**config.mk**
```make
export PLATFORM = sky130hd
export DESIGN_NAME = pic_8259
export DESIGN_NICKNAME = d
export VERILOG_FILES = /design/src/rtl/pic_pkg.sv /design/src/rtl/pic_8259_priority_resolver.sv /design/src/rtl/pic_8259.sv
export SDC_FILE = /design/constraint.sdc
export NUM_CORES = 1
export LEC_CHECK = 0
export BUFFER_PORTS_ARGS = -buffer_cell sky130_fd_sc_hd__buf_2
export CORE_MARGIN = 8
export CORE_UTILIZATION = 50
export DETAILED_ROUTE_END_ITERATION = 7
export PLACE_DENSITY_LB_ADDON = 0.05
export SYNTH_ARGS = -nofsm -noshare
export SYNTH_HDL_FRONTEND = slang
export SYNTH_SLANG_ARGS = --single-unit
```
**constraint.sdc**
```tcl
create_clock -name clk -period 7.1 [get_ports clk]
set_input_delay 2.13 -clock clk [delete_from_list [all_inputs] [get_ports clk]]
set_output_delay 2.13 -clock clk [all_outputs]
set_load 0.1 [all_outputs]
```
**src/rtl/pic_pkg.sv**
```systemverilog
// pic_pkg: init-state encoding, OCW2 command codes and the rotating priority search shared by
// the controller and its priority resolver.
package pic_pkg;
  typedef enum logic [1:0] {S_READY, S_ICW2, S_ICW3, S_ICW4} init_state_e;
  localparam logic [2:0] OCW2_ROT_AEOI_CLR = 3'b000;
  localparam logic [2:0] OCW2_NS_EOI       = 3'b001;
  localparam logic [2:0] OCW2_NOP          = 3'b010;
  localparam logic [2:0] OCW2_S_EOI        = 3'b011;
  localparam logic [2:0] OCW2_ROT_AEOI_SET = 3'b100;
  localparam logic [2:0] OCW2_ROT_NS_EOI   = 3'b101;
  localparam logic [2:0] OCW2_SET_PRIO     = 3'b110;
  localparam logic [2:0] OCW2_ROT_S_EOI    = 3'b111;
  // Scans from lowest to highest priority so the last hit is the highest-priority request.
  function automatic logic [3:0] rotating_priority(input logic [7:0] req, input logic [2:0] lowest);
    logic [3:0] r;
    logic [2:0] idx;
    r = 4'd0;
    for (int i = 7; i >= 0; i--) begin
      idx = lowest + 3'(i) + 3'd1;
      if (req[idx]) r = {1'b1, idx};
    end
    return r;
  endfunction
endpackage

```
**src/rtl/pic_8259_priority_resolver.sv**
```systemverilog
// pic_priority_resolver: picks the highest-priority unmasked request that outranks every
// level currently in service.
module pic_priority_resolver
  import pic_pkg::*;
(
  input  logic [7:0] irr_i,
  input  logic [7:0] imr_i,
  input  logic [7:0] isr_i,
  input  logic [2:0] lowest_i,
  output logic       valid_o,
  output logic [2:0] level_o
);
  logic [3:0] req_w, isr_w;
  logic [2:0] req_rank, isr_rank;
  assign req_w    = rotating_priority(irr_i & ~imr_i, lowest_i);
  assign isr_w    = rotating_priority(isr_i, lowest_i);
  assign req_rank = req_w[2:0] - lowest_i - 3'd1;
  assign isr_rank = isr_w[2:0] - lowest_i - 3'd1;
  assign valid_o  = req_w[3] && (!isr_w[3] || req_rank < isr_rank);
  assign level_o  = req_w[2:0];
endmodule

```
**src/rtl/pic_8259.sv**
```systemverilog
// pic_8259: single 8259A-compatible interrupt controller, io slave at 020h-021h, presenting a
// vector to the CPU with a do/done handshake.
module pic_8259
  import pic_pkg::*;
#(
  parameter logic [7:0] VECTOR_BASE_RESET = 8'h08,
  parameter logic [7:0] IMR_RESET         = 8'hFF
) (
  input  logic       clk,
  input  logic       rst_n,
  input  logic       io_address,
  input  logic       io_read,
  output logic [7:0] io_readdata,
  input  logic       io_write,
  input  logic [7:0] io_writedata,
  input  logic [7:0] interrupt_input,
  output logic       interrupt_do,
  output logic [7:0] interrupt_vector,
  input  logic       interrupt_done
);
  init_state_e state_q, state_d;
  logic [7:0] irr_q, irr_d, isr_q, isr_d, imr_q, imr_d, in_q, vec_q, vec_d, rd_q, rd_d;
  logic [4:0] base_q, base_d;
  logic [2:0] lowest_q, lowest_d;
  logic ltim_q, ltim_d, sngl_q, sngl_d, ic4_q, ic4_d, aeoi_q, aeoi_d;
  logic rot_q, rot_d, rsel_q, rsel_d, poll_q, poll_d, do_q, do_d;
  logic win_v, eoi_v, icw1, ready_wr, ocw2, ocw3, poll_rd, pend, ack;
  logic [2:0] win_lvl, eoi_lvl, ack_lvl;
  logic [7:0] ack_mask, eoi_mask, spec_mask;
  pic_priority_resolver u_win (
    .irr_i(irr_q), .imr_i(imr_q), .isr_i(isr_q), .lowest_i(lowest_q),
    .valid_o(win_v), .level_o(win_lvl)
  );
  // Highest in-service level, the target of a non-specific EOI.
  pic_priority_resolver u_eoi (
    .irr_i(isr_q), .imr_i(8'h00), .isr_i(8'h00), .lowest_i(lowest_q),
    .valid_o(eoi_v), .level_o(eoi_lvl)
  );
  assign icw1      = io_write && !io_address && io_writedata[4];
  assign ready_wr  = io_write && state_q == S_READY;
  assign ocw2      = ready_wr && !io_address && io_writedata[4:3] == 2'b00;
  assign ocw3      = ready_wr && !io_address && io_writedata[4:3] == 2'b01;
  assign poll_rd   = io_read && !io_address && poll_q;
  assign pend      = do_q || win_v;
  // A poll read acknowledges exactly like interrupt_done; a presented vector takes precedence.
  assign ack       = (interrupt_done && do_q) || (poll_rd && pend);
  assign ack_lvl   = do_q ? vec_q[2:0] : win_lvl;
  assign ack_mask  = ack ? 8'd1 << ack_lvl : 8'd0;
  assign eoi_mask  = eoi_v ? 8'd1 << eoi_lvl : 8'd0;
  assign spec_mask = 8'd1 << io_writedata[2:0];
  always_comb begin
    irr_d    = ltim_q ? interrupt_input : (irr_q & ~ack_mask) | (interrupt_input & ~in_q);
    isr_d    = ack && !aeoi_q ? isr_q | ack_mask : isr_q;
    imr_d    = ready_wr && io_address ? io_writedata : imr_q;
    lowest_d = ack && aeoi_q && rot_q ? ack_lvl : lowest_q;
    rot_d    = rot_q;
    rsel_d   = ocw3 && io_writedata[1] ? io_writedata[0] : rsel_q;
    poll_d   = ocw3 && io_writedata[2] ? 1'b1 : poll_rd ? 1'b0 : poll_q;
    base_d   = base_q;
    aeoi_d   = aeoi_q;
    ltim_d   = ltim_q;
    sngl_d   = sngl_q;
    ic4_d    = ic4_q;
    state_d  = state_q;
    rd_d     = !io_read ? rd_q : io_address ? imr_q :
               poll_q ? {pend, 4'b0, pend ? ack_lvl : 3'd0} : rsel_q ? isr_q : irr_q;
    do_d     = icw1 ? 1'b0 : do_q ? !(interrupt_done || poll_rd) : win_v && !poll_q;
    vec_d    = !do_q && win_v ? {base_q, win_lvl} : vec_q;
    if (ocw2)
      case (io_writedata[7:5])
        OCW2_ROT_AEOI_CLR: rot_d = 1'b0;
        OCW2_NS_EOI:       isr_d = isr_d & ~eoi_mask;
        OCW2_NOP:          ;
        OCW2_S_EOI:        isr_d = isr_d & ~spec_mask;
        OCW2_ROT_AEOI_SET: rot_d = 1'b1;
        OCW2_ROT_NS_EOI: begin
          isr_d    = isr_d & ~eoi_mask;
          lowest_d = eoi_v ? eoi_lvl : lowest_q;
        end
        OCW2_SET_PRIO:     lowest_d = io_writedata[2:0];
        OCW2_ROT_S_EOI: begin
          isr_d    = isr_d & ~spec_mask;
          lowest_d = io_writedata[2:0];
        end
      endcase
    if (io_write && io_address && state_q != S_READY) begin
      base_d  = state_q == S_ICW2 ? io_writedata[7:3] : base_q;
      aeoi_d  = state_q == S_ICW4 ? io_writedata[1] : aeoi_q;
      state_d = state_q == S_ICW2 && !sngl_q ? S_ICW3 :
                state_q != S_ICW4 && ic4_q ? S_ICW4 : S_READY;
    end
    if (icw1) begin
      ltim_d   = io_writedata[3];
      sngl_d   = io_writedata[1];
      ic4_d    = io_writedata[0];
      imr_d    = 8'h00;
      isr_d    = 8'h00;
      lowest_d = 3'd7;
      rsel_d   = 1'b0;
      aeoi_d   = 1'b0;
      state_d  = S_ICW2;
    end
  end
  always_ff @(posedge clk or negedge rst_n) begin
    if (!rst_n) begin
      state_q  <= S_READY;
      irr_q    <= 8'h00;
      isr_q    <= 8'h00;
      imr_q    <= IMR_RESET;
      in_q     <= 8'h00;
      vec_q    <= 8'h00;
      rd_q     <= 8'h00;
      base_q   <= VECTOR_BASE_RESET[7:3];
      lowest_q <= 3'd7;
      ltim_q   <= 1'b0;
      sngl_q   <= 1'b0;
      ic4_q    <= 1'b0;
      aeoi_q   <= 1'b0;
      rot_q    <= 1'b0;
      rsel_q   <= 1'b0;
      poll_q   <= 1'b0;
      do_q     <= 1'b0;
    end else begin
      state_q  <= state_d;
      irr_q    <= irr_d;
      isr_q    <= isr_d;
      imr_q    <= imr_d;
      in_q     <= interrupt_input;
      vec_q    <= vec_d;
      rd_q     <= rd_d;
      base_q   <= base_d;
      lowest_q <= lowest_d;
      ltim_q   <= ltim_d;
      sngl_q   <= sngl_d;
      ic4_q    <= ic4_d;
      aeoi_q   <= aeoi_d;
      rot_q    <= rot_d;
      rsel_q   <= rsel_d;
      poll_q   <= poll_d;
      do_q     <= do_d;
    end
  end
  assign io_readdata      = rd_q;
  assign interrupt_do     = do_q;
  assign interrupt_vector = vec_q;
endmodule
```
==> Yosys cells after proc, flatten, opt, wreduce, memory -nomap -nowiden <==
Memory sizes are Yosys's and may differ from the RTL's.
Cells that the tools add are included.
{ "totals": {"register_bits": 66, "rom_bits": 64, "in_bits": 22, "output_inout_bits": 17, "word_cells": 231, "memories": 8} }
{ "op_classes": {"add_sub_neg": 20, "magnitude_cmp": 10, "n_eq_ne": 11, "shift": 3, "muxes": 97, "n_bitwise": 12, "reduce_logical": 53} }
{ "mem_list": {"columns": ["memory", "words", "word_bits", "rd", "rd_clocked_by_memory_dff", "wr", "line", "source"], "rows": [
  ["(name not given)", 8, 1, 1, 0, 0, "pic_pkg.sv:20", "if (req[idx]) r = {1'b1, idx};"],
  ["(name not given)", 8, 1, 1, 0, 0, "pic_pkg.sv:20", null],
  ["(name not given)", 8, 1, 1, 0, 0, "pic_pkg.sv:20", null],
  ["(name not given)", 8, 1, 1, 0, 0, "pic_pkg.sv:20", null],
  ["(name not given)", 8, 1, 1, 0, 0, "pic_pkg.sv:20", null],
  ["(name not given)", 8, 1, 1, 0, 0, "pic_pkg.sv:20", null],
  ["2 more memories", null, null, null, null, null, null, null]
]} }
{ "op_table": {"columns": ["cell", "n"], "rows": [
  ["4-bit 2-to-1 mux", 24],
  ["8-bit 2-to-1 mux", 11],
  ["1-bit binary-select mux with 3-bit select", 16],
  ["8-bit AND", 5],
  ["8-bit NOT", 5],
  ["1-bit 2-to-1 mux", 33],
  ["3-bit by 4-bit less-than comparator with 1-bit output, second input constant", 8],
  ["3-bit by 1-bit adder with 3-bit output, second input constant", 8],
  ["1-bit logical AND", 24],
  ["1-bit by 3-bit left shift with 8-bit output, first input constant", 3],
  ["3-bit 2-to-1 mux", 6],
  ["8-bit OR", 2],
  ["8-bit case mux with 2 select lines", 1],
  ["2-bit nonzero test", 7],
  ["3-bit adder, second input constant", 4],
  ["3-bit equality test, second input constant", 4],
  ["3-bit by 1-bit subtractor with 3-bit output, second input constant", 3],
  ["3-bit subtractor", 3],
  ["1-bit logical NOT", 8],
  ["2-bit 2-to-1 mux", 4],
  ["3-bit by 2-bit adder with 3-bit output, second input constant", 2],
  ["3-bit less-than comparator", 2],
  ["3-bit case mux with 2 select lines", 1],
  ["2-bit AND reduction", 3],
  ["11 further kinds", 19]
]} }

==> Logic depth before layout (Yosys ltp) <==
Gate-level depths: netlist of the first run.
{ "logic_depth": {"depth_word": 27, "ltp_mapped": 25, "depth_no_buf": 19} }

==> Hierarchy <==
From an unflattened synthesis of the first run, not the netlist that was laid out.
{ "hier_totals": {"hier_cells": 773, "hier_area_um2": 7113.1} }
{ "by_module_without_submodules": {"columns": ["module", "instances", "cells_per_inst", "area_each_um2", "seq_area_each_um2"], "rows": [
  ["pic_8259", 1, 333, 3355.7, 1666.6],
  ["pic_priority_resolver at u_eoi", 1, 216, 1970.6, 0.0],
  ["pic_priority_resolver at u_win", 1, 224, 1786.7, 0.0]
]} }

==> Worst setup path before layout of the first run <==
OpenSTA, ideal clock, no wires.
{ "synth_path": {"path_kind": "reg-to-reg", "from": "reg lowest_q[1]", "to": "reg isr_q[1]", "setup_ps": 87, "arrival_time_ps": 5576, "required_ps": 7013, "path_slack_ps": 1437, "stages_incl_launch_ff": 24, "n_path_buf": 4, "period_less_slack_ps": 5663, "cell_sequence": "dfstp_2 -> clkbuf_1 -> inv_1 -> clkbuf_1 -> ha_1 -> buf_2 -> buf_1 -> mux4_2 -> mux2i_1 -> o2111ai_1 -> a31o_2 -> nand3_1 -> inv_1 -> ha_1 -> fa_1 -> xor2_1 -> xnor2_1 -> ha_1 -> a21oi_1 -> nor3_1 -> nor2_2 -> and2_1 -> or3b_4 -> a211oi_2"} }
{ "synth_between": {"elab_chain_len": 27, "word_cells_on_any_way": 117, "cone_classes": "add/sub (20); order compare (2); shift (2); mux (71); bitwise (4); reduce/logical (10); memory (8)"} }
{ "synth_rtl": {"columns": ["element", "line", "source"], "rows": [
  ["start, declared", "pic_8259.sv:24", "logic [2:0] lowest_q, lowest_d;"],
  ["start signal, assigned", "pic_8259.sv:132", "lowest_q <= lowest_d;"],
  ["3-bit adder", "pic_pkg.sv:19", "idx = lowest + 3'(i) + 3'd1;"],
  ["3-bit by 1-bit adder with 3-bit output", "pic_pkg.sv:19", null],
  ["1-bit binary-select mux with 3-bit select", "pic_pkg.sv:20", null],
  ["1-bit 2-to-1 mux (not written as such)", "pic_pkg.sv:20", null],
  ["4-bit 2-to-1 mux (8 in a row)", "pic_pkg.sv:20", null],
  ["3-bit subtractor, on equally long branches", "pic_8259_priority_resolver.sv:17, pic_8259_priority_resolver.sv:18", null],
  ["3-bit by 1-bit subtractor with 3-bit output, on equally long branches", "pic_8259_priority_resolver.sv:17, pic_8259_priority_resolver.sv:18", null],
  ["3-bit less-than comparator", "pic_8259_priority_resolver.sv:19", "assign valid_o = req_w[3] && (!isr_w[3] || req_rank < isr_rank);"],
  ["[... 5 more ...]", null, null],
  ["8-bit 2-to-1 mux", "pic_8259.sv:48", "assign ack_mask = ack ? 8'd1 << ack_lvl : 8'd0;"],
  ["8-bit OR", "pic_8259.sv:53", "isr_d = ack && !aeoi_q ? isr_q | ack_mask : isr_q;"],
  ["8-bit 2-to-1 mux", "pic_8259.sv:53", null],
  ["8-bit AND, on equally long branches", null, null],
  ["8-bit case mux with 2 select lines", "pic_8259.sv:70", "case (io_writedata[7:5])"],
  ["8-bit 2-to-1 mux (*)", "pic_8259.sv:69", "if (ocw2)"],
  ["8-bit 2-to-1 mux (*)", "pic_8259.sv:92", "if (icw1) begin"],
  ["named net isr_d[1]", "pic_8259.sv:22", "logic [7:0] irr_q, irr_d, isr_q, isr_d, imr_q, imr_d, in_q, vec_q, vec_d, rd_q, rd_d;"],
  ["end signal, assigned", "pic_8259.sv:126", "isr_q <= isr_d;"],
  ["end, declared", "pic_8259.sv:22", null]
]} }
Mark *: on every way through the listed nets, which the timed path passes. The rest lies on a longest branch. The select of a mux whose other input is x is not followed.
A chain may end at the register's enable or synchronous reset.

==> Worst setup path in the final report of the first run <==
{ "layout_path": {"from": "reg lowest_q[0]", "to": "reg isr_q[3]"} }
{ "layout_between": {"elab_chain_len": 27, "word_cells_on_any_way": 117, "cone_classes": "add/sub (20); order compare (2); shift (2); mux (71); bitwise (4); reduce/logical (10); memory (8)"} }
{ "layout_rtl": {"columns": ["element", "line", "source"], "rows": [
  ["3-bit adder", "pic_pkg.sv:19", null],
  ["3-bit by 1-bit adder with 3-bit output", "pic_pkg.sv:19", null],
  ["1-bit binary-select mux with 3-bit select", "pic_pkg.sv:20", null],
  ["1-bit 2-to-1 mux (not written as such)", "pic_pkg.sv:20", null],
  ["4-bit 2-to-1 mux (7 in a row)", "pic_pkg.sv:20", null],
  ["4-bit 2-to-1 mux (*)", "pic_pkg.sv:20", null],
  ["named net u_win.level_o[0]", "pic_8259_priority_resolver.sv:11", "output logic [2:0] level_o"],
  ["3-bit subtractor", "pic_8259_priority_resolver.sv:17", "assign req_rank = req_w[2:0] - lowest_i - 3'd1;"],
  ["[... 7 more ...]", null, null],
  ["8-bit 2-to-1 mux", "pic_8259.sv:48", null],
  ["8-bit OR", "pic_8259.sv:53", null],
  ["8-bit 2-to-1 mux (*)", "pic_8259.sv:53", null],
  ["8-bit AND, on equally long branches", null, null],
  ["8-bit case mux with 2 select lines", "pic_8259.sv:70", null],
  ["8-bit 2-to-1 mux (*)", "pic_8259.sv:69", null],
  ["8-bit 2-to-1 mux (*)", "pic_8259.sv:92", null],
  ["named net isr_d[3]", "pic_8259.sv:22", null]
]} }
Marks and branches as above.

==> results.md, run 1 <==
- Status: finished clean
- Top-count cell post-synth: nand2_1
- Synthesized area: between 5000 and 6000 µm²
- Final period utilization: between 80% and 90%
- Final Cell Area: ~6400 µm²
- Die ar.: 15500 µm²
- Critical path class: reg2reg
- Main flop type after synthesis: dfrtp_1
- Yosys top cell area share: a little under a quarter
- Resized cells post-CTS: 0
- Synth Instances: 628
- Die height: about 120 µm
- Worst hold margin: approximately 0.48 ns
- Largest net degree at the start of global routing: between 60 and 70
- Diodes inserted: 0
- Initial core utilization: 51.4%
- CP arrival: 6.26 ns
- Utilization after layout: roughly 56%
- Number of remaining DRC errors: 0
- Rows: 39
- Nature of the critical path startpoint: flop
- CP Max Fanout: 15
- DIE WIDTH: 124 µm
- Clk sink count: 66
- YS warnings: 0
- WL met1: approximately 7600 µm
- CP required: ~7.3 ns
- Final hold violations: 0
- Post-synth EDFFs: 0
- Dpl cell area: between 6000 and 7000 µm²
- Peak supply drop: between 0.3 and 0.4 mV
- Hold depth: 2
- Post-synth top area cell: dfrtp_1
- Clock-pin slew on the worst setup and hold paths: ~0.050 ns
- Core ar.: ~11000 µm²
- Syn Area/Cell: a little over 9 µm²
- Netlist cell types: 78
- Hold crit path type: reg2reg
- CTS tree: built
- DR pass1 iterations: 7
- Overflow after GRT: 0
- Worst skew pair latency: 0.34 ns
- Hold Crit Start: base_q[1]$_DFFE_PN0P_
- Dpl cells: about 770
- Setup TNS: 0 ns
- Worst r2r src: lowest_q[0]$_DFFE_PN1P_
- Final setup viols: 0
- Syn-to-layout area delta: 8.51%
- Final #Nets: about 670
- Synth top area cells: dfrtp_1, mux4_2, mux2i_1, dfstp_2, mux2_2
- Post-DRT Antenna Nets: 0
- Total CTS buffers: 9
- Initial DRC count: slightly above 600
- IO Port Bufs: 38
- CP Capture Type: flop
- FF-to-FF setup slack: roughly 1.1 ns
- Clock root cell: clkbuf_16
- Top-level port count: 39
- Register area share after synthesis: between 20% and 30%
- CTS hold repair buffers: 0
- GP Congestion: between 0.8 and 0.9
- Via count: approximately 5300
- GRT Total Usage: 22.6%
- Final wirelength: about 18000 µm
- Vias in the first global route: roughly 5300
- Crit path time final: about 6.0 ns
- Relative slew slack: 21.2%
- Initial antenna violation count: 0
- Worst Tran Pin Value: 1.18 ns
- Hold path endpoint: base_q[1]$_DFFE_PN0P_
- Max Fclk: about 170 MHz
- Synth Register Bits: 66
- DP Wirelength: 13000 µm
- Fin. max-slew vios: 0
- Leakage: approximately 2.6 nW
- Cell Count, Final, Fillers Out: a little under 800
- WL met3: between 1000 and 1500 µm
- Syn_nets: roughly 660
- Fill cell count: 1068
- Post-DR wirelength/cell: between 20 and 25 µm
- CTS max path bufs: 2
- CTS HTree Levels: 3
- Pwr/cell area: slightly above 500 nW/µm²
- Post-CTS Setup Inserts: 0
- Max-cap violation count: 0
- Layout cell share with drive strength beyond 1: ~25%
- RR Endpoint: isr_q[3]$_DFF_PN0_
- Unrepaired setup endpoints after global routing: false
- R2R cell count: 19
- Top Layer Used: met4
- Asr flop ratio synth: between 90% and 100%
- First-pass GRT wire length: around 29000 µm
- Final setup skew: around 0.0055 ns
- Met2 Routed Length: about 8400 µm
- Commonest cells post-synth: nand2_1, dfrtp_1, a21oi_1, clkbuf_1
- DR vias/cell: just under 7
kinds of logic after synthesis:
group	share of synthesized area (%)
mux	22.2
flops	28.4
compound gates	20.9
buf+inv	5.03
simple gates	19.5
fa+ha+maj	2.18
xor+xnor	1.83
stage by stage:
step | worst slack [ns] | power (mW)
floorplan | 1.44 | 2.34
global placement | 1.36 | 2.84
detailed placement | 1.19 | 2.88
CTS | 1.17 | 3.29
global route | 0.716 | 3.52
finish | 1.08 | 3.31
flip-flops by register name, summed over array words and instances (netlist names), 2 cells and up:
register,cells
in_q,8
irr_q,8
io_readdata,8
lowest_q,3
state_q,2
isr_q,8
interrupt_vector,8
base_q,5
imr_q,8
layer usage:
metal  vias up  global-route usage, %
li1       2401                      -
met1      2598                   29.7
met2       239                   35.5
met3        45                   3.15
met4         0                   11.1
met5         -                      0
worst max path at each step:
stage                       startpoint                  to  cells past startpoint
2_1_floorplan  lowest_q[1]$_DFFE_PN1P_  isr_q[1]$_DFF_PN0_                     23
3_3_place_gp   lowest_q[0]$_DFFE_PN1P_  isr_q[7]$_DFF_PN0_                     19
3_5_place_dp   lowest_q[0]$_DFFE_PN1P_  isr_q[3]$_DFF_PN0_                     19
4_1_cts        lowest_q[0]$_DFFE_PN1P_  isr_q[3]$_DFF_PN0_                     19
5_1_grt        lowest_q[0]$_DFFE_PN1P_  isr_q[1]$_DFF_PN0_                     19
6_report       lowest_q[0]$_DFFE_PN1P_  isr_q[3]$_DFF_PN0_                     19
cell usage in the layout (no fill, tap or decap), types with 8 or more instances in the layout:
cell type and n:
nand2_1 59, dfrtp_1 54, buf_2 38, a21oi_1 34, mux2i_1 32, nor2_1 32, mux4_2 30, o21ai_0 30
mux2_2 27, nand2b_1 19, nor2b_1 18, inv_1 16, nand3_1 12, dfstp_2 12, buf_4 12, nand4_1 11
nor3_1 11, a21o_1 10, o221ai_1 10, a31oi_1 9, clkbuf_16 9, nand3b_1 8, a21boi_0 8
layout make-up:
type / count / area, µm² / area share, %
Clock buffer: 9 / 225 / 3.54
Clock inverter: 7 / 46.3 / 0.727
Inverter: 17 / 63.8 / 1.00
Multi-Input combinational cell: 493 / 3900 / 61.3
Sequential cell: 66 / 1670 / 26.2
Tap cell: 143 / 179 / 2.81
Timing Repair Buffer: 50 / 280 / 4.40
where the power goes:
group	switching, mW	internal, mW	total [mW]
clock network	0.163	0.234	0.397
logic	1.36	0.850	2.21
registers	0.208	0.496	0.704
total	1.73	1.58	3.31
critical path, stage by stage (launching register included):
cell,delay (ns)
dfstp_2,0.74
inv_2,0.07
ha_1,0.33
xnor2_2,0.44
mux4_2,0.41
mux2i_1,0.33
o21ai_1,0.13
a2111o_1,0.45
and3_1,0.22
ha_1,0.19
fa_1,0.38
xnor2_1,0.19
xnor2_1,0.14
ha_1,0.25
a21oi_1,0.18
nor3_1,0.08
nor2_2,0.23
and2_1,0.43
or3b_4,0.48
a211oi_2,0.25
No activity file was read; power rests on OpenSTA's default activity.
==> run 2: changes to the inputs <==
==> constraint.sdc (replaced) <==
create_clock -name clk -period 6 [get_ports clk]
set_input_delay 1.8 -clock clk [delete_from_list [all_inputs] [get_ports clk]]
set_output_delay 1.8 -clock clk [all_outputs]
set_load 0.1 [all_outputs]
==> run 2 against run 1 <==
Compared with the run above: register-to-register slack got worse by 0.68 ns; first-iteration DRC count shrank 8.1%; hold slack got worse by 0.0040 ns; maximum frequency rose by 7.4%; sequential share of layout area fell by 0.15 points; clock skew increased by 0.0028 ns; largest power group unchanged; highest routed layer unchanged; total power is 19% higher; clock power is 18% higher; count of clock-buffer cells in the layout is 2 higher; largest cell class unchanged; combinational power grew 19%; global-route usage increased by 0.41 points.
==> results.md, run 2 (same netlist as run 1, synthesis figures left out) <==
- Status: finished clean
- DP Worst Slack: just under 0.5 ns
- Hold Crit Start: base_q[1]$_DFFE_PN0P_
- Initial antenna violation count: 0
- Die ar.: between 15000 and 20000 µm²
- Fin. max-slew vios: 0
- Hold crit path type: reg2reg
- Dpl cells: between 700 and 800
- Final #Nets: between 600 and 700
- CP startpoint: lowest_q[0]$_DFFE_PN1P_
- CP Max Fanout: 47
- Unrepaired setup endpoints after global routing: false
- Worst r2r src: lowest_q[0]$_DFFE_PN1P_
- Clock root cell: clkbuf_16
- Post-DRT Antenna Nets: 0
- DP Wirelength: between 10000 and 15000 µm
- Leakage: approximately 2.6 nW
- CP required: 6.24 ns
- Crit path time final: 5.60 ns
- Layout cell share with drive strength beyond 1: around a quarter
- Max Fclk: 178 MHz
- CP arrival: just under 6 ns
- Setup WS post-layout: 0.396 ns
- FF+latch area: approximately 1700 µm²
- CTS hold repair buffers: 0
- IO Port Bufs: 38
- Final period utilization: between 90% and 100%
- Rows: 39
- Final Total Pwr: about 3.9 mW
- Via count: 5349
- Overflow after GRT: 0
- Critical path class: reg2reg
- Diodes inserted: 0
- Initial DRC count: between 500 and 600
- DR vias/cell: between 6 and 7
- Top-level port count: 39
- Die height: around 120 µm
- Worst skew pair latency: 0.33 ns
- Max-cap violation count: 0
- Post-CTS Setup Inserts: 0
- GP Congestion: approximately 0.95
- CTS max path bufs: 2
- CTS HTree Levels: 3
- Commonest non-fill, non-tap cell in the layout: nand2_1
- Clock-pin slew on the worst setup and hold paths: approximately 0.060 ns
- Peak supply drop: about 0.39 mV
- Number of remaining DRC errors: 0
- GRT Total Usage: between 20% and 30%
- Final setup skew: between 0.008 and 0.009 ns
- Worst hold margin: 0.474 ns
- Initial core utilization: 51.4%
- DIE WIDTH: 124 µm
- Syn-to-layout area delta: 9.15%
- Final wirelength: ~18000 µm
- Final hold violations: 0
- Vias in the first global route: approximately 5300
- Nature of the critical path startpoint: flop
- DR pass1 iterations: 7
- Commonest cells after routing, fill and taps aside: nand2_1, dfrtp_1, buf_2
- Largest net degree at the start of global routing: between 60 and 70
- Worst Tran Pin Value: ~1.1 ns
- Post-DR wirelength/cell: between 20 and 25 µm
- Resized cells post-CTS: 0
- Final setup viols: 0
- Total CTS buffers: 9
- Fill cell count: about 1100
- Clk sink count: 66
- First-pass GRT wire length: a little under 30000 µm
- Core ar.: around 11000 µm²
- Cell Count, Final, Fillers Out: approximately 800
- Setup TNS: 0 ns
- CP Capture Type: flop
- Pwr/cell area: a little over 600 nW/µm²
- Multi-input gate area: 3900 µm²
- Relative slew slack: 26.4%
- CTS tree: built
run 2: layout make-up:
class                           count  area share [%]
Multi-Input combinational cell    493            61.0
Timing Repair Buffer               56            5.08
Inverter                           17           0.997
Clock buffer                       11            3.63
Sequential cell                    66            26.0
Tap cell                          143            2.79
Clock inverter                      5           0.489
run 2: critical path, cell delays in order, from the launching register on:
cell and delay (ns):
dfstp_2 0.55, buf_4 0.50, mux4_2 0.64, a222oi_1 0.46
nand4_1 0.15, a211o_1 0.30, and3_1 0.20, ha_1 0.22
fa_1 0.40, xnor2_1 0.15, xnor2_1 0.14, ha_1 0.29
a21oi_1 0.19, nor3_1 0.08, nor2_2 0.20, and2_1 0.15
buf_4 0.18, or3b_4 0.44, a211oi_2 0.25
run 2: final timing paths:
| kind | endpoint | slack [ns] | depth (start not counted) |
|---|---|---|---|
| min in group asynchronous | in_q[3]$_DFF_PN0_ | 1.66 | 2 |
| min | base_q[1]$_DFFE_PN0P_ | 0.47 | 2 |
| max in group asynchronous | base_q[2]$_DFFE_PN0P_ | 3.78 | 2 |
| min reg2reg | base_q[1]$_DFFE_PN0P_ | 0.47 | 2 |
| max | isr_q[1]$_DFF_PN0_ | 0.40 | 18 |
| max reg2reg | isr_q[1]$_DFF_PN0_ | 0.40 | 18 |
run 2: layer usage:
layer	up-vias	part of all wire [%]	wire (µm)	track usage (%)
met4	0	3.8	696	11.6
met1	2642	43	7890	29.8
met3	58	6.1	1120	3.57
met2	237	47	8570	36.2
li1	2412	-	-	-
met5	-	0	0	0
run 2: per-stage QoR:
step	cell area [µm²]	util, %
after floorplan	5870	-
after global placement	6140	53.8
after detailed placement	6140	53.8
after CTS	6400	56.1
after global routing	6400	56.1
final	6400	56.1
run 2: report_power, final:
group / internal, mW / switching (mW)
logic: 1.02 / 1.61
registers: 0.587 / 0.232
clock network: 0.278 / 0.192
total: 1.88 / 2.04
==> run 3: changes to the inputs <==
--- a/config.mk
+++ b/config.mk
@@ -7,9 +7,9 @@
 export LEC_CHECK = 0
 export BUFFER_PORTS_ARGS = -buffer_cell sky130_fd_sc_hd__buf_2
 export CORE_MARGIN = 8
-export CORE_UTILIZATION = 50
+export CORE_UTILIZATION = 35
 export DETAILED_ROUTE_END_ITERATION = 7
-export PLACE_DENSITY_LB_ADDON = 0.05
+export PLACE_DENSITY = 0.59
 export SYNTH_ARGS = -nofsm -noshare
 export SYNTH_HDL_FRONTEND = slang
 export SYNTH_SLANG_ARGS = --single-unit
==> constraint.sdc (replaced) <==
create_clock -name clk -period 4.8 [get_ports clk]
set_input_delay 1.44 -clock clk [delete_from_list [all_inputs] [get_ports clk]]
set_output_delay 1.44 -clock clk [all_outputs]
set_load 0.1 [all_outputs]
==> run 3 against run 2 <==
Compared with the run above: hold slack improved by 0.010 ns; critical endpoint is now isr_q[5]$_DFF_PN0_; clock power up 47%; setup slack lost 0.41 ns; via count increased by 8.1%; core utilization decreased by 12 points; critical path depth unchanged; global-route usage down 4.9 points; the run now ends with setup timing left; flip-flop and latch count stayed put.
==> results.md, run 3 (same netlist as run 1, synthesis figures left out) <==
- Sequential power share: between 10% and 20%
- Overflow after GRT: 0
- CP Max Fanout: 7
- CTS HTree Levels: 3
- Final Total Pwr: between 5 and 6 mW
- Post-DRT Antenna Nets: 0
- Nature of the critical path startpoint: flop
- Worst Tran Pin Value: roughly 0.94 ns
- Clock root cell: clkbuf_16
- Failing checks: setup timing
- Initial antenna violation count: 0
- Relative slew slack: 37.2%
- Sw power: around 2.8 mW
- Internal power: ~3.0 mW
- Commonest cells after routing, fill and taps aside: buf_4, nand2_1, dfrtp_1
- Final Cell Area: around 7300 µm²
- GRT Total Usage: 18.1%
- Top Layer Used: met4
- Clk sink count: 66
- Diodes inserted: 0
- Post-DR wirelength/cell: 21.3 µm
- Critical path class: reg2reg
- Rows: 47
- Final #Nets: roughly 730
- Final hold violations: 0
- Pwr/cell area: 795 nW/µm²
- Total CTS buffers: 9
- R2R cell count: 18
- Vias in the first global route: roughly 5600
- CTS tree: built
- Initial DRC count: about 630
- Syn-to-layout area delta: 24.5%
- Die ar.: 21200 µm²
- Final setup skew: between 0.003 and 0.004 ns
- CTS max path bufs: 2
- Largest net degree at the start of global routing: 43
- GP Congestion: around 0.94
- DR vias/cell: between 6 and 7
- Core ar.: ~16000 µm²
- Crit path time final: 4.81 ns
- Max Fclk: ~210 MHz
- Clock-pin slew on the worst setup and hold paths: 0.06 ns
- CP arrival: a little over 5 ns
- WL met3: 1480 µm
- Worst hold margin: just under 0.5 ns
- DR pass1 iterations: 5
- Final period utilization: 100%
- CTS hold repair buffers: 0
- Unrepaired setup endpoints after global routing: true
- Peak supply drop: 0.454 mV
- Comb pwr share: slightly above 70%
- Net Sw Frac: between 40% and 50%
- Hold crit path type: reg2reg
- Fin. max-slew vios: 0
- Utilization after layout: 44.3%
- Worst skew pair latency: ~0.34 ns
- Setup TNS: -0.0288 ns
- WL met1: approximately 8500 µm
- Clk network pwr share: approximately an eighth
- Commonest non-fill, non-tap cell in the layout: buf_4
- Layout cell share with drive strength beyond 1: around 36%
- DP Wirelength: between 10000 and 15000 µm
- CP Capture Type: flop
- Max-cap violation count: 0
- Hold depth: 2
- Final wirelength: between 15000 and 20000 µm
- IO Port Bufs: 38
- Met2 Routed Length: around 9400 µm
- DIE WIDTH: about 150 µm
- Setup WS post-layout: -0.0134 ns
- Status: finished with violations
- FF-to-FF setup slack: -0.01 ns
- Final setup viols: 3
- First-pass GRT wire length: ~31000 µm
- Dpl cell area: ~6600 µm²
- CP required: ~5 ns
- Leakage: approximately 3 nW
- Top-level port count: 39
- Via count: 5783
- Number of remaining DRC errors: 0
- Die height: approximately 150 µm
- Initial core utilization: 35.6%
## run 3: changes by cell type in the layout (fill, tap and decap cells not counted), sizes merged
cell	previous run	this run
bufinv	0	1
buf	56	114
clkinvlp	1	2
inv	17	18
clkinv	4	2
## run 3: worst paths after layout
kind / start / end
max reg2reg: lowest_q[0]$_DFFE_PN1P_ / isr_q[5]$_DFF_PN0_
max: lowest_q[0]$_DFFE_PN1P_ / isr_q[5]$_DFF_PN0_
max in group asynchronous: rst_n / lowest_q[2]$_DFFE_PN1P_
min in group asynchronous: rst_n / io_readdata[5]$_DFFE_PN0P_
min: base_q[0]$_DFFE_PN1P_ / base_q[0]$_DFFE_PN1P_
min reg2reg: base_q[0]$_DFFE_PN1P_ / base_q[0]$_DFFE_PN1P_
## run 3: repair_timing
action | 4_1_cts | 5_1_grt
gates resized for setup | 4 | 28
gates cloned | 0 | 1
endpoints found under the setup margin | 7 | 30
setup buffers | 2 | 23
hold endpoints to repair | 0 | 0
pin swaps | 1 | 20
## run 3: final cells by class
type / count / area [µm²]
sequential: 66 / 1670
timing repair buffer: 115 / 847
multi-input combinational: 493 / 4120
fill: 1605 / 9160
clock buffer: 10 / 239
inverter: 17 / 78.8
tap: 220 / 275
clock inverter: 6 / 73.8
## run 3: stage by stage
stage	setup slack, ns	std cells
floorplan	-0.110	628
finish	-0.0134	927
global placement	0.0154	885
CTS	0.0139	903
detailed placement	-0.000417	885
global route	-0.135	927
## run 3: power by group through the flow
stage	clock network, mW	registers, mW	logic [mW]
floorplan	0	1.23	2.38
global placement	0	1.01	3.65
detailed placement	0	1.01	3.70
CTS	0.700	1.00	3.73
global route	0.726	1.04	4.36
finish	0.691	1.01	4.10
## run 3: worst max-delay path: stages (launching register included)
cell	delay, ns
dfstp_2	0.64
inv_4	0.07
ha_4	0.26
buf_8	0.15
buf_4	0.16
nor4bb_1	0.43
nor4_1	0.19
a21oi_1	0.17
o221ai_1	0.15
a211oi_1	0.66
nor2_1	0.23
xnor2_1	0.19
ha_1	0.29
a21oi_2	0.16
nor3_2	0.06
nor2_2	0.14
and2_4	0.16
or3b_4	0.42
a211oi_2	0.19
## run 3: metal layers
metal / GRT usage (%) / up-vias
li1: - / 2534
met1: 23.8 / 2892
met2: 29.6 / 306
met3: 3.08 / 51
met4: 5.78 / 0
met5: 0 / -
